`config.mk`:
```
export PLATFORM = sky130hd
export DESIGN_NAME = pr_bus_arbiter_flat
export DESIGN_NICKNAME = d
export VERILOG_FILES = /design/src/rtl/pr_bus_arbiter_if.sv /design/src/rtl/pr_bus_arbiter.sv /design/src/flat_wrapper.sv
export SDC_FILE = /design/constraint.sdc
export NUM_CORES = 1
export LEC_CHECK = 0
export ABC_AREA = 1
export ABC_CLOCK_PERIOD_IN_PS = 2350
export BUFFER_PORTS_ARGS = -buffer_cell sky130_fd_sc_hd__buf_2
export CORE_AREA = 5 5 181 183
export CTS_BUF_LIST = sky130_fd_sc_hd__clkbuf_4
export CTS_CLUSTER_SIZE = 14
export DETAILED_ROUTE_END_ITERATION = 10
export DIE_AREA = 0 0 186 188
export PLACE_DENSITY = 0.51
export SLEW_MARGIN = 30
export SYNTH_ARGS = -nofsm -noshare
export SYNTH_HDL_FRONTEND = slang
export SYNTH_SLANG_ARGS = --single-unit
```
`constraint.sdc`:
```
create_clock -name clk -period 2.35 [get_ports clk]
set_input_delay 0.3525 -clock clk [delete_from_list [all_inputs] [get_ports clk]]
set_output_delay 0.3525 -clock clk [all_outputs]
set_load 0.01 [all_outputs]
```
`src/rtl/pr_bus_arbiter_if.sv`:
```
// pr_bus_arbiter_if: one master-side port of the processor peripheral bus.
// The master drives the request fields and the arbiter returns the completion.
interface pr_bus_arbiter_if;
    logic        req;
    logic [31:0] addr;
    logic        we;
    logic [3:0]  byteen;
    logic [31:0] wd;
    logic        ready;
    logic        err;
    logic [31:0] rd;

    modport master (
        output req, addr, we, byteen, wd,
        input  ready, err, rd
    );

    modport slave (
        input  req, addr, we, byteen, wd,
        output ready, err, rd
    );
endinterface

```
`src/rtl/pr_bus_arbiter.sv`:
```
// pr_bus_arbiter: two-master arbiter and sequencer for the peripheral bus.
// Grants m0 (CPU memory stage) or m1 (debug/DMA), decodes the latched address
// into the DM, TC0, TC1 or interrupt-register window, performs one access and
// returns a one-cycle ready pulse.
// Optional feature macro: PR_ARB_RR_EN selects round-robin tie-breaking; when
// it is undefined m0 has fixed priority and no pointer register is built.
module pr_bus_arbiter #(
    parameter logic [3:0] TC_CNT_OFF = 4'h8
) (
    input  logic            clk,
    input  logic            reset_n,
    pr_bus_arbiter_if.slave m0,
    pr_bus_arbiter_if.slave m1,
    output logic [31:0]     dm_addr,
    output logic [3:0]      dm_byteen,
    output logic [31:0]     dm_wd,
    input  logic [31:0]     dm_rd,
    output logic [29:0]     tc_addr,
    output logic            tc0_we,
    output logic            tc1_we,
    output logic [31:0]     tc_wd,
    input  logic [31:0]     tc0_rd,
    input  logic [31:0]     tc1_rd,
    output logic            int_we,
    input  logic [31:0]     int_rd,
    output logic            gnt
);

    typedef enum logic [1:0] {
        ST_IDLE,
        ST_ACCESS,
        ST_RESP
    } state_t;

    state_t      state;
    state_t      state_next;

    logic [31:0] lat_addr;
    logic        lat_we;
    logic [3:0]  lat_byteen;
    logic [31:0] lat_wd;

    logic        any_req;
    logic        winner;
    logic        grant_now;

    logic        sel_dm;
    logic        sel_tc0;
    logic        sel_tc1;
    logic        sel_int;
    logic        is_cnt_word;
    logic        reg_write_ok;
    logic        acc_err;
    logic        write_ok;
    logic [31:0] resp_rd;

    assign any_req   = m0.req | m1.req;
    assign grant_now = (state == ST_IDLE) && any_req;

`ifdef PR_ARB_RR_EN
    logic rr_ptr;

    // Pick the winner: a lone requester wins, a tie goes to the master not granted last.
    always_comb begin
        winner = m1.req;
        if (m0.req && m1.req) begin
            winner = ~rr_ptr;
        end
    end

    // Remember the last granted master; resets to m1 so m0 wins the first tie.
    always_ff @(posedge clk or negedge reset_n) begin
        if (!reset_n) begin
            rr_ptr <= 1'b1;
        end else if (grant_now) begin
            rr_ptr <= winner;
        end
    end
`else
    // Pick the winner: m0 wins whenever it requests.
    always_comb begin
        winner = ~m0.req;
    end
`endif

    // State register; reset aborts any transfer in flight.
    always_ff @(posedge clk or negedge reset_n) begin
        if (!reset_n) begin
            state <= ST_IDLE;
        end else begin
            state <= state_next;
        end
    end

    // Capture the winning request and owner at grant time.
    always_ff @(posedge clk or negedge reset_n) begin
        if (!reset_n) begin
            gnt        <= 1'b0;
            lat_addr   <= 32'h0;
            lat_we     <= 1'b0;
            lat_byteen <= 4'h0;
            lat_wd     <= 32'h0;
        end else if (grant_now) begin
            gnt <= winner;
            if (winner) begin
                lat_addr   <= m1.addr;
                lat_we     <= m1.we;
                lat_byteen <= m1.byteen;
                lat_wd     <= m1.wd;
            end else begin
                lat_addr   <= m0.addr;
                lat_we     <= m0.we;
                lat_byteen <= m0.byteen;
                lat_wd     <= m0.wd;
            end
        end
    end

    // Decode the latched address into a device window and check the write rules.
    always_comb begin
        sel_dm       = (lat_addr < 32'h0000_3000);
        sel_tc0      = (lat_addr[31:4] == 28'h00007F0) && (lat_addr[3:2] != 2'b11);
        sel_tc1      = (lat_addr[31:4] == 28'h00007F1) && (lat_addr[3:2] != 2'b11);
        sel_int      = (lat_addr[31:2] == 30'h00001FC8);
        is_cnt_word  = (lat_addr[3:2] == TC_CNT_OFF[3:2]);
        reg_write_ok = (lat_byteen == 4'b1111) && !((sel_tc0 || sel_tc1) && is_cnt_word);
        acc_err      = !(sel_dm || sel_tc0 || sel_tc1 || sel_int)
                       || (lat_we && !sel_dm && !reg_write_ok);
        write_ok     = lat_we && !acc_err;
    end

    // Select the response data from the addressed device; errors return zero.
    always_comb begin
        resp_rd = 32'h0;
        if (!acc_err) begin
            if (sel_dm) begin
                resp_rd = dm_rd;
            end else if (sel_tc0) begin
                resp_rd = tc0_rd;
            end else if (sel_tc1) begin
                resp_rd = tc1_rd;
            end else begin
                resp_rd = int_rd;
            end
        end
    end

    // Next-state logic plus the per-state strobes and completion outputs.
    always_comb begin
        state_next = state;
        dm_byteen  = 4'h0;
        tc0_we     = 1'b0;
        tc1_we     = 1'b0;
        int_we     = 1'b0;
        m0.ready   = 1'b0;
        m0.err     = 1'b0;
        m0.rd      = 32'h0;
        m1.ready   = 1'b0;
        m1.err     = 1'b0;
        m1.rd      = 32'h0;
        case (state)
            ST_IDLE: begin
                if (any_req) begin
                    state_next = ST_ACCESS;
                end
            end
            ST_ACCESS: begin
                if (write_ok) begin
                    if (sel_dm) begin
                        dm_byteen = lat_byteen;
                    end else if (sel_tc0) begin
                        tc0_we = 1'b1;
                    end else if (sel_tc1) begin
                        tc1_we = 1'b1;
                    end else begin
                        int_we = 1'b1;
                    end
                end
                state_next = ST_RESP;
            end
            ST_RESP: begin
                if (gnt) begin
                    m1.ready = 1'b1;
                    m1.err   = acc_err;
                    m1.rd    = resp_rd;
                end else begin
                    m0.ready = 1'b1;
                    m0.err   = acc_err;
                    m0.rd    = resp_rd;
                end
                state_next = ST_IDLE;
            end
            default: begin
                state_next = ST_IDLE;
            end
        endcase
    end

    assign dm_addr = lat_addr;
    assign dm_wd   = lat_wd;
    assign tc_addr = lat_addr[31:2];
    assign tc_wd   = lat_wd;

endmodule
```
`src/flat_wrapper.sv`:
```
// flat-port wrapper written by rule: the top's interface ports become plain ports
module pr_bus_arbiter_flat 
#(
    parameter logic [3:0] TC_CNT_OFF = 4'h8
)
  (clk, reset_n, dm_addr, dm_byteen, dm_wd, dm_rd, tc_addr, tc0_we, tc1_we, tc_wd, tc0_rd, tc1_rd, int_we, int_rd, gnt, m0_req, m0_addr, m0_we, m0_byteen, m0_wd, m0_ready, m0_err, m0_rd, m1_req, m1_addr, m1_we, m1_byteen, m1_wd, m1_ready, m1_err, m1_rd);
  pr_bus_arbiter_if m0_i ();
  pr_bus_arbiter_if m1_i ();
  input  logic clk;
  input  logic reset_n;
  output logic [31:0] dm_addr;
  output logic [3:0] dm_byteen;
  output logic [31:0] dm_wd;
  input  logic [31:0] dm_rd;
  output logic [29:0] tc_addr;
  output logic tc0_we;
  output logic tc1_we;
  output logic [31:0] tc_wd;
  input  logic [31:0] tc0_rd;
  input  logic [31:0] tc1_rd;
  output logic int_we;
  input  logic [31:0] int_rd;
  output logic gnt;
  input wire logic [$bits(m0_i.req)-1:0] m0_req;
  input wire logic [$bits(m0_i.addr)-1:0] m0_addr;
  input wire logic [$bits(m0_i.we)-1:0] m0_we;
  input wire logic [$bits(m0_i.byteen)-1:0] m0_byteen;
  input wire logic [$bits(m0_i.wd)-1:0] m0_wd;
  output wire logic [$bits(m0_i.ready)-1:0] m0_ready;
  output wire logic [$bits(m0_i.err)-1:0] m0_err;
  output wire logic [$bits(m0_i.rd)-1:0] m0_rd;
  input wire logic [$bits(m1_i.req)-1:0] m1_req;
  input wire logic [$bits(m1_i.addr)-1:0] m1_addr;
  input wire logic [$bits(m1_i.we)-1:0] m1_we;
  input wire logic [$bits(m1_i.byteen)-1:0] m1_byteen;
  input wire logic [$bits(m1_i.wd)-1:0] m1_wd;
  output wire logic [$bits(m1_i.ready)-1:0] m1_ready;
  output wire logic [$bits(m1_i.err)-1:0] m1_err;
  output wire logic [$bits(m1_i.rd)-1:0] m1_rd;
  assign m0_i.req = m0_req;
  assign m0_i.addr = m0_addr;
  assign m0_i.we = m0_we;
  assign m0_i.byteen = m0_byteen;
  assign m0_i.wd = m0_wd;
  assign m0_ready = m0_i.ready;
  assign m0_err = m0_i.err;
  assign m0_rd = m0_i.rd;
  assign m1_i.req = m1_req;
  assign m1_i.addr = m1_addr;
  assign m1_i.we = m1_we;
  assign m1_i.byteen = m1_byteen;
  assign m1_i.wd = m1_wd;
  assign m1_ready = m1_i.ready;
  assign m1_err = m1_i.err;
  assign m1_rd = m1_i.rd;
  pr_bus_arbiter #(.TC_CNT_OFF(TC_CNT_OFF)) u_core (.clk(clk), .reset_n(reset_n), .m0(m0_i), .m1(m1_i), .dm_addr(dm_addr), .dm_byteen(dm_byteen), .dm_wd(dm_wd), .dm_rd(dm_rd), .tc_addr(tc_addr), .tc0_we(tc0_we), .tc1_we(tc1_we), .tc_wd(tc_wd), .tc0_rd(tc0_rd), .tc1_rd(tc1_rd), .int_we(int_we), .int_rd(int_rd), .gnt(gnt));
endmodule
```
After elaboration in Yosys (flattened, before gate mapping)
Cells that the tools add are included.

Register bits after elaboration: 72. Memories kept: 0. Bits in latches: 0. Bits in writable memories: 0. Input port bits: 270. ROM bits: 0. Word-level logic and storage cells: 76. Output and inout bits: 202.

Add/subtract/negate cells: 0. Multipliers: 0. Shift operators: 0. Reduce and logical (&&, ||, !) cells: 19. Magnitude comparators: 1. Equal/unequal tests: 9. Bitwise gates (word level): 2. Muxes and demuxes: 39. Div/mod/pow operators: 0.

Operator list (number): 32-bit two-way mux (10); 28-bit by 11-bit equality test with 1-bit output (second input constant) (2); 32-bit by 14-bit < comparator with 1-bit output (second input constant) (1); 30-bit by 13-bit equality test with 1-bit output (second input constant) (1); 1-bit two-way mux (23); 4-bit two-way mux (4); 1-bit logical AND (8); 1-bit logical NOT (5); 1-bit logical OR (5); 2-bit equality test (second input constant) (2); 4-bit equality test (second input constant) (1); 2-bit one-hot mux with 2 select lines (1); 2-bit by 1-bit equality test with 1-bit output (second input constant) (1); 2-bit logical NOT (1); 2-bit two-way mux (1); 2-bit by 1-bit inequality test with 1-bit output (second input constant) (1); 2-bit inequality test (second input constant) (1); 1-bit NOT (1); 1-bit bitwise OR (1).

Longest topological paths before layout
Gate-level depths: netlist of the first run.

Depth after elaboration: 13. Depth in mapped cells: 14. Gate-level depth less buffers: 13.

Least setup slack after synthesis of the first run
No wires, ideal clock.

Kind: reg2out. From: register u_core.lat_addr[18] (netlist: u_core.dm_addr[18]). To: output port m0_rd[23]. Data required time: 1997 ps. Arrival: 1762 ps. Buffers on the path: 1. Stages on the path, launching flop included: 15. Path slack: 235 ps. Cells stage by stage: dfrtp_1 -> inv_1 -> nand2_1 -> nor2_1 -> inv_2 -> nor2_2 -> nand3_1 -> inv_1 -> buf_2 -> nand2_1 -> nand2_1 -> inv_1 -> nand3_1 -> nand2_1 -> nor2_1.

Cells in the longest elaborated chain, start to end: 12. Elaborated cells on any way between the ends: 25. Those cells by class: 1 x order compare; 3 x eq/ne; 6 x mux; 15 x reduce/logical.

Ends and longest elaborated chain: from (decl) (RTL line pr_bus_arbiter.sv:38) `logic [31:0] lat_addr;`; from (signal assigned) (RTL line pr_bus_arbiter.sv:106) `lat_addr <= m1.addr;`; from (signal assigned) (RTL line pr_bus_arbiter.sv:111) `lat_addr <= m0.addr;`; parallel branches: the longest is 9 deep, another holds 32-bit by 14-bit < comparator with 1-bit output; 32-bit two-way mux * (RTL line pr_bus_arbiter.sv:135) `if (!acc_err) begin`; 32-bit two-way mux * (RTL line pr_bus_arbiter.sv:182) `if (gnt) begin`; 32-bit two-way mux * (RTL line pr_bus_arbiter.sv:161) `case (state)`; to (decl) (RTL line flat_wrapper.sv:31) `output wire logic [$bits(m0_i.rd)-1:0] m0_rd;`.

Every way passes the cells marked *.

Worst setup path in the final report of the first run
From: register u_core.lat_addr[24] (netlist: u_core.dm_addr[24]). To: output port m1_rd[24].

Cells in the longest elaborated chain, start to end: 12. Elaborated cells on any way between the ends: 25. Those cells by class: 1 x order compare; 3 x eq/ne; 6 x mux; 15 x reduce/logical.

Ends and longest elaborated chain: parallel branches: the longest is 9 deep, another holds 32-bit by 14-bit < comparator with 1-bit output; 32-bit two-way mux * (RTL line pr_bus_arbiter.sv:135); 32-bit two-way mux * (RTL line pr_bus_arbiter.sv:182); 32-bit two-way mux * (RTL line pr_bus_arbiter.sv:161); to (decl) (RTL line flat_wrapper.sv:39) `output wire logic [$bits(m1_i.rd)-1:0] m1_rd;`.

Marked as above.

==> run_results.csv, run 1 <==
group,metric,value,unit
worst_setup_path,worst_path_fanout_max,12,
clock_tree,clkLatencyLatePin,0.44,ns
place,gp_routability_congestion,0.895,
sta,worst_slack,-0.583,ns
sta,max-slew-margin-rel,66.0,%
global_routing,grt.total_usage,16.6,%
clock_tree,tritoncts,"yes",
worst_setup_path,r2r_slack,0.80,ns
floorplan,die_h,188,um
sta,finClkSkew,0.0129,ns
global_routing,grt_first_pass_wirelength,44000,um
sta,timing_worst_slew_pin_value,0.510,ns
clock_tree,numCtsBuffers,9,
place,place_area,8720,um^2
logic_synthesis,synth.lib_cells_used.distinct,22,
global_routing,grt.overflow.total,0,
global_routing,number_of_global_route_vias_before_repair,7516,
floorplan,design.portCount,472,
sta,grt_setup_unrepaired,"yes",
pwr,cellPowerDensity,843,nW/um^2
global_routing,antenna_found_initial,9,
global_routing,grt_start_max_net_pins,99,
clock_tree,htreeDepth,3,
layout,growth_of_design_area_from_synthesis_to_finish,60.1,%
detailed_routing,drc_errors,0,
detailed_routing,wl,30600,um
detailed_routing,detailedRoute.firstIterationViolations,227,
detailed_routing,post_drt_wl_per_cell,16.7,um
floorplan,die_w,186,um
worst_setup_path,critical_path_arrival,2.58,ns
layout,n_fill_cell,3507,
floorplan,die_area,35000,um^2
detailed_routing,vias_per_inst,4.10,
logic_synthesis,syn_nets,1228,
logic_synthesis,post_synthesis_average_cell_area,6.04,um^2
job,maxCapViolCount,0,
sta,finalCriticalPeriod,2.93,ns
logic_synthesis,post_synth_instance_area,5790,um^2
status,run_status,"finished with violations",
layout,final_stage_net_count,1690,
logic_synthesis,seq_area_frac_synth,31.1,%
layout,postLayoutCellArea,9270,um^2
layout,multi_input_comb_area,2990,um^2
logic_synthesis,flip_flop_and_latch_count_after_synthesis,72,
detailed_routing,num_vias,7497,
pwr,total_leakage_power,5.31,nW
place,placement.io_buffers,471,
clock_tree,cts_max_path_buffers,2,
sta,slew_viol_final,0,
sta,final.period_utilization,125,%
floorplan,core_area,31100,um^2
worst_setup_path,cp_data_required_time,2.00,ns
pwr,fin_total_pwr,7.81,mW
sta,finalHoldViolations,0,
floorplan,std_cell_rows,65,
logic_synthesis,synth-warning-count,0,
pwr,irDropWorstVdd,0.000380,V
detailed_routing,number_of_detailed_route_iterations_in_the_first_pass,4,
worst_setup_path,crit_path_end_kind,"primary output",
status,violations,"setup timing",
worst_setup_path,start_kind,"flip-flop",
clock_tree,clkSinkCount,72,
detailed_routing,drtAntennaViolNets,0,
layout,post_route_cells_drive_above_1_share,44.1,%
clock_tree,clkTransAtPathRegs,0.14,ns
place,hpwlAfterDp,26100,um
layout,final-seq-area,1800,um^2
worst_setup_path,timing.setup.critical_path_class,"reg -> out",
clock_tree,clk_root_buffer_cell,"clkbuf_4",
sta,fmax,341,MHz
logic_synthesis,netlist_instances,958,
floorplan,floorplan.initialDensity,18.6,%
hold_path,worst_hold_path_type,"in -> reg",
sta,setup_viol,73,
-- power by group --
group	leakage [nW]	total [mW]	internal, mW	switching [mW]
Clock	0.0618	0.819	0.321	0.498
Combinational	4.38	4.62	1.92	2.70
Sequential	0.872	2.37	1.87	0.498
-- cell usage in the layout (no fill, tap or decap), types with 8 or more instances in the layout --
cell / synthesis / final
nor2_1: 169 / 152
nand2_2: 1 / 10
buf_6: 0 / 12
nor2_2: 2 / 13
o21ai_0: 118 / 118
nand3b_1: 8 / 8
inv_1: 126 / 123
nand3_1: 74 / 70
o211ai_1: 21 / 21
buf_2: 3 / 467
nor2_4: 2 / 8
dfrtp_1: 72 / 72
nand2_1: 235 / 220
clkbuf_4: 0 / 9
buf_12: 0 / 10
buf_4: 67 / 74
-- cell usage after synthesis --
master | count | area (um^2)
nand2_1 | 235 | 882
nand4_1 | 6 | 37.5
buf_2 | 3 | 15.0
inv_1 | 126 | 473
nand3b_1 | 8 | 60.1
nor2_2 | 2 | 12.5
inv_2 | 1 | 3.75
o21ai_0 | 118 | 591
nor2_1 | 169 | 634
dfrtp_1 | 72 | 1800
nor2_4 | 2 | 22.5
nor3_1 | 1 | 5.00
nand3_1 | 74 | 370
o21ai_1 | 1 | 5.00
buf_4 | 67 | 503
clkinv_1 | 1 | 3.75
o211ai_1 | 21 | 158
nand2_2 | 1 | 6.26
clkbuf_1 | 44 | 165
buf_1 | 3 | 11.3
nor4_1 | 2 | 12.5
a21oi_4 | 1 | 16.3
-- per-stage QoR --
stage          std cells  setup TNS, ns  util (%)  hold WS, ns  worst slack (ns)
2_1_floorplan        958              0         -       0.0569             0.235
3_3_place_gp        1798         -21.18      28.1        0.406            -0.375
3_5_place_dp        1798         -21.31      28.1        0.403            -0.366
4_1_cts             1825         -43.32      29.7        0.104            -0.663
5_1_grt             1828         -54.79      29.8        0.110            -0.792
6_report            1830         -37.43      29.8        0.156            -0.583
-- registers in the layout (all words and copies together) (netlist names) --
signal	flops
u_core.state	2
u_core.dm_wd	32
u_core.dm_addr	32
u_core.gnt	1
u_core.lat_byteen	4
u_core.lat_we	1
-- final cells by class --
class,count,share of cell area [%]
antenna,3,0.0810
clock buffer,9,0.729
clock inverter,7,0.783
inverter,128,5.21
multi-input combinational,641,32.3
sequential,72,19.4
tap,402,5.43
timing repair buffer,568,36.0
-- logic make-up (layout without fill, tap and decap cells) --
group | Yosys count | after routing | synth area share (%)
AOI/OAI and AO/OA | 141 | 141 | 13.3
buffers and inverters | 245 | 712 | 20.3
DFF | 72 | 72 | 31.1
other | 0 | 3 | 0
and+or+nand+nor | 500 | 500 | 35.3
-- what timing repair did --
item / 4_1_cts / 5_1_grt
hold buffers: 1 / 0
resized for setup: 62 / 10
setup endpoints to repair: 73 / 73
hold endpoints to repair: 72 / 0
buffers inserted: 8 / 2
gates cloned: 3 / 0
pin swaps: 14 / 9
-- layer usage --
layer / track usage [%] / wire (um) / up-vias
met4: 3.34 / 458 / 4
met1: 17.7 / 11100 / 3305
met5: 0 / 21 / -
met3: 5.26 / 3040 / 28
met2: 31.5 / 16000 / 325
li1: - / - / 3835
-- worst max-delay path: stages, from the launching register on --
cell and delay [ns]:
dfrtp_1 0.40, nor2_1 0.13, nand2_2 0.13, inv_2 0.08
nand2_2 0.05, nor2_4 0.15, nand3_2 0.12, buf_6 0.14
nand3_2 0.07, nor2_2 0.05, a21oi_4 0.16, buf_12 0.18
buf_12 0.13, nand2_1 0.06, nor2_1 0.12, buf_2 0.15
-- worst paths after layout --
path	startpoint	cells past startpoint	to
setup / recovery	u_core.dm_addr[24]$_DFFE_PN0P_	15	m1_rd[24]
max in group asynchronous	reset_n	3	u_core.lat_byteen[3]$_DFFE_PN0P_
hold / removal	m1_addr[22]	3	u_core.dm_addr[22]$_DFFE_PN0P_
hold reg to reg	u_core.dm_addr[1]$_DFFE_PN0P_	2	u_core.dm_addr[1]$_DFFE_PN0P_
setup reg to reg	u_core.state[1]$_DFFE_PN0P_	6	u_core.dm_addr[30]$_DFFE_PN0P_
min in group asynchronous	reset_n	3	u_core.dm_wd[7]$_DFFE_PN0P_
(Power assumes the default switching activity.)
==> inputs of run 2 (changes only) <==
Settings changed: ABC_AREA 1 to 0, CORE_AREA 5 5 181 183 to 5 5 178 180, DIE_AREA 0 0 186 188 to 0 0 183 185.
==> run_results.csv, run 2 <==
group,metric,value,unit
floorplan,floorplan.initialDensity,18.3,%
logic_synthesis,syn_nets,946,
logic_synthesis,post_synth_instance_area,5490,um^2
hold_path,worst_hold_path_type,"in -> reg",
clock_tree,cts_max_path_buffers,2,
pwr,seq_power_share,29.3,%
worst_setup_path,slowest_stage,"or4_4",
detailed_routing,drtAntennaViolNets,0,
place,place_area,9190,um^2
worst_setup_path,path_delay_family,"simple AND/OR/NAND/NOR gates",
logic_synthesis,synth-warning-count,0,
detailed_routing,num_vias,6687,
logic_synthesis,synthMuxAreaShare,18.7,%
worst_setup_path,rr_startpoint,"u_core.state[1]$_DFFE_PN0P_",
sta,final.period_utilization,131,%
logic_synthesis,synth.lib_cells_used.distinct,33,
detailed_routing,detailedRoute.firstIterationViolations,167,
clock_tree,clkTransAtPathRegs,0.13,ns
logic_synthesis,post_synth_main_area_contributors,"dfrtp_1, mux2i_1, buf_4",
pwr,internal-power,4.31,mW
place,hpwlAfterDp,21700,um
pwr,share_clk_of_total_power,9.6,%
status,violations,"setup timing",
worst_setup_path,worst_path_fanout_max,19,
global_routing,grt.overflow.total,0,
pwr,share_comb_of_total_power,61.1,%
clock_tree,numCtsBuffers,9,
worst_setup_path,cp_num_cells,8,
worst_setup_path,timing.rr.end,"u_core.dm_wd[31]$_DFFE_PN0P_",
sta,fin_worst_hold_slack,0.210,ns
place,placement.io_buffers,471,
clock_tree,clk_root_buffer_cell,"clkbuf_4",
logic_synthesis,synth-async-reset-ratio,100,%
global_routing,grt_start_max_net_pins,91,
worst_setup_path,worstPathBufferInverterCount,3,
global_routing,grt.total_usage,14.7,%
logic_synthesis,post_synthesis_average_cell_area,8.11,um^2
logic_synthesis,synthAdderAreaFrac,0,%
worst_setup_path,startpoint,"u_core.dm_addr[20]$_DFFE_PN0P_",
clock_tree,tritoncts,"yes",
layout,n_fill_cell,3224,
sta,slew_viol_final,0,
logic_synthesis,synth.cells.most_frequent,"nor2_1, mux2i_1, a21oi_1, dfrtp_1, buf_4",
logic_synthesis,synth_edf_count,0,
layout,layout.cells.most_common_list,"buf_2, mux2i_1, buf_4",
layout,final_stage_net_count,1418,
sta,fmax,325,MHz
layout,final_common_cell,"buf_2",
worst_setup_path,cp_cell_sequence,"or3_4 -> or4_4 -> a2111oi_4 -> buf_4 -> o21ai_4 -> buf_12 -> nor2_2 -> buf_2",
pwr,switching_power,3.65,mW
logic_synthesis,synth_top_area_share,32.8,%
worst_setup_path,slowest_delay,0.46,ns
detailed_routing,post_drt_wl_per_cell,17.2,um
logic_synthesis,main_combinational_cell_family_by_area_after_synthesis,"multiplexers",
logic_synthesis,synthMostInstantiatedCell,"nor2_1",
clock_tree,htreeDepth,3,
worst_setup_path,timing.critical_path.to,"m0_rd[5]",
worst_setup_path,critical_path_arrival,2.73,ns
global_routing,antenna_found_initial,1,
sta,finalCriticalPeriod,3.08,ns
clock_tree,clkLatencyLatePin,0.44,ns
logic_synthesis,netlist_instances,676,
worst_setup_path,cp_data_required_time,2.00,ns
place,placedCellCount,1515,
clock_tree,clkSinkCount,72,
sta,finClkSkew,0.0203,ns
place,worst_setup_timing_slack_at_the_placement_stage,-0.435,ns
layout,growth_of_design_area_from_synthesis_to_finish,81.2,%
hold_path,timing.hold.worst_path_depth,3,
sta,max-slew-margin-rel,63.4,%
status,run_status,"finished with violations",
job,maxCapViolCount,0,
logic_synthesis,synth_simple_gate_area_share,18.6,%
floorplan,die_h,185,um
worst_setup_path,timing.setup.critical_path_class,"reg -> out",
detailed_routing,drc_errors,0,
layout,post_route_cells_drive_above_1_share,62.5,%
global_routing,grt_first_pass_wirelength,38800,um
logic_synthesis,synth_flop_cell,"dfrtp_1",
floorplan,std_cell_rows,64,
floorplan,die_area,33900,um^2
worst_setup_path,r2r_cells,5,
logic_synthesis,seq_area_frac_synth,32.8,%
pwr,irDropWorstVdd,0.000420,V
logic_synthesis,area_fraction_in_compound_gates_after_synthesis,15.9,%
detailed_routing,number_of_detailed_route_iterations_in_the_first_pass,4,
pwr,total_leakage_power,4.81,nW
sta,grt_setup_unrepaired,"yes",
layout,final_cells,1550,
sta,finalHoldViolations,0,
logic_synthesis,synth.largest_area_cell,"dfrtp_1",
worst_setup_path,start_kind,"flip-flop",
worst_setup_path,crit_path_end_kind,"primary output",
sta,worst_slack,-0.731,ns
floorplan,die_w,183,um
place,gp_routability_congestion,0.862,
pwr,cellPowerDensity,801,nW/um^2
logic_synthesis,yosys.area_share.xor_xnor,0,%
worst_setup_path,r2r_slack,0.80,ns
global_routing,number_of_global_route_vias_before_repair,6782,
detailed_routing,vias_per_inst,4.31,
detailed_routing,wl,26700,um
pwr,power_switching_share,45.9,%
floorplan,core_area,30000,um^2
floorplan,design.portCount,472,
layout,postLayoutCellArea,9940,um^2
sta,timing_worst_slew_pin_value,0.549,ns
logic_synthesis,flip_flop_and_latch_count_after_synthesis,72,
sta,setup_viol,73,
-- run 2: cell count changes after synthesis, moves of 57 or more --
cell     change
nand2_1    -206
mux2i_1     +88
o21ai_0    -118
nand3_1     -59
inv_1      -106
a21oi_1     +72
nor2_1      -57
-- run 2: kinds of logic after synthesis --
family | count (synthesis)
compound gates | 141
mux | 101
simple gates | 223
flops | 72
buf+inv | 139
-- run 2: what timing repair did --
| action | 4_1_cts | 5_1_grt |
|---|---|---|
| setup buffers | 11 | 2 |
| gates cloned | 3 | 1 |
| endpoints found under the setup margin | 73 | 73 |
| endpoints found under the hold margin | 39 | 0 |
| pin swaps | 7 | 1 |
| hold buffers | 1 | 0 |
| resized for setup | 46 | 17 |
-- run 2: layout make-up --
class	count	area (um^2)	area share (%)
clock inverters	7	62.6	0.629
repair buffers	580	3730	37.6
inverters	20	75.1	0.755
flip-flops and latches	72	1800	18.1
well taps	396	495	4.98
diodes	1	2.50	0.0252
clock buffers	9	67.6	0.680
multi-input cells	465	3700	37.2
-- run 2: worst min path at each step --
stage | start | to | slack [ns]
after global placement | reset_n | u_core.dm_wd[1]$_DFFE_PN0P_ | 0.37
after detailed placement | reset_n | u_core.dm_wd[1]$_DFFE_PN0P_ | 0.38
after floorplan | reset_n | u_core.dm_addr[0]$_DFFE_PN0P_ | 0.06
final | m1_wd[17] | u_core.dm_wd[17]$_DFFE_PN0P_ | 0.21
after global routing | m1_wd[15] | u_core.dm_wd[15]$_DFFE_PN0P_ | 0.16
after CTS | m0_wd[7] | u_core.dm_wd[7]$_DFFE_PN0P_ | 0.14
-- run 2: routing by layer --
metal  GRT usage [%]  up-vias  routed length, um
li1                -     3294                  -
met2            27.5      301              14100
met1            17.5     3075              10300
met3            2.47       17               1930
met4            3.22        0                304
met5               0        -                  0
-- run 2: power by group through the flow --
stage               registers (mW)  logic, mW  clock network [mW]
detailed placement            2.34       4.86                   0
finish                        2.34       4.86               0.764
floorplan                     2.62       2.64                   0
CTS                           2.35       4.93               0.820
global placement              2.33       4.83                   0
global route                  2.45       5.36               0.863
-- run 2: stage by stage --
stage / util [%] / TNS, ns / total power, mW
floorplan: - / -2.80 / 5.26
global placement: 30.6 / -25.47 / 7.16
detailed placement: 30.6 / -26.17 / 7.20
global route: 33.1 / -59.53 / 8.68
CTS: 32.6 / -53.58 / 8.10
finish: 33.1 / -46.11 / 7.96
-- run 2: tightest hold or removal path, stage by stage --
cell and delay [ns]:
buf_2 0.07, mux2i_1 0.05, a21oi_1 0.13
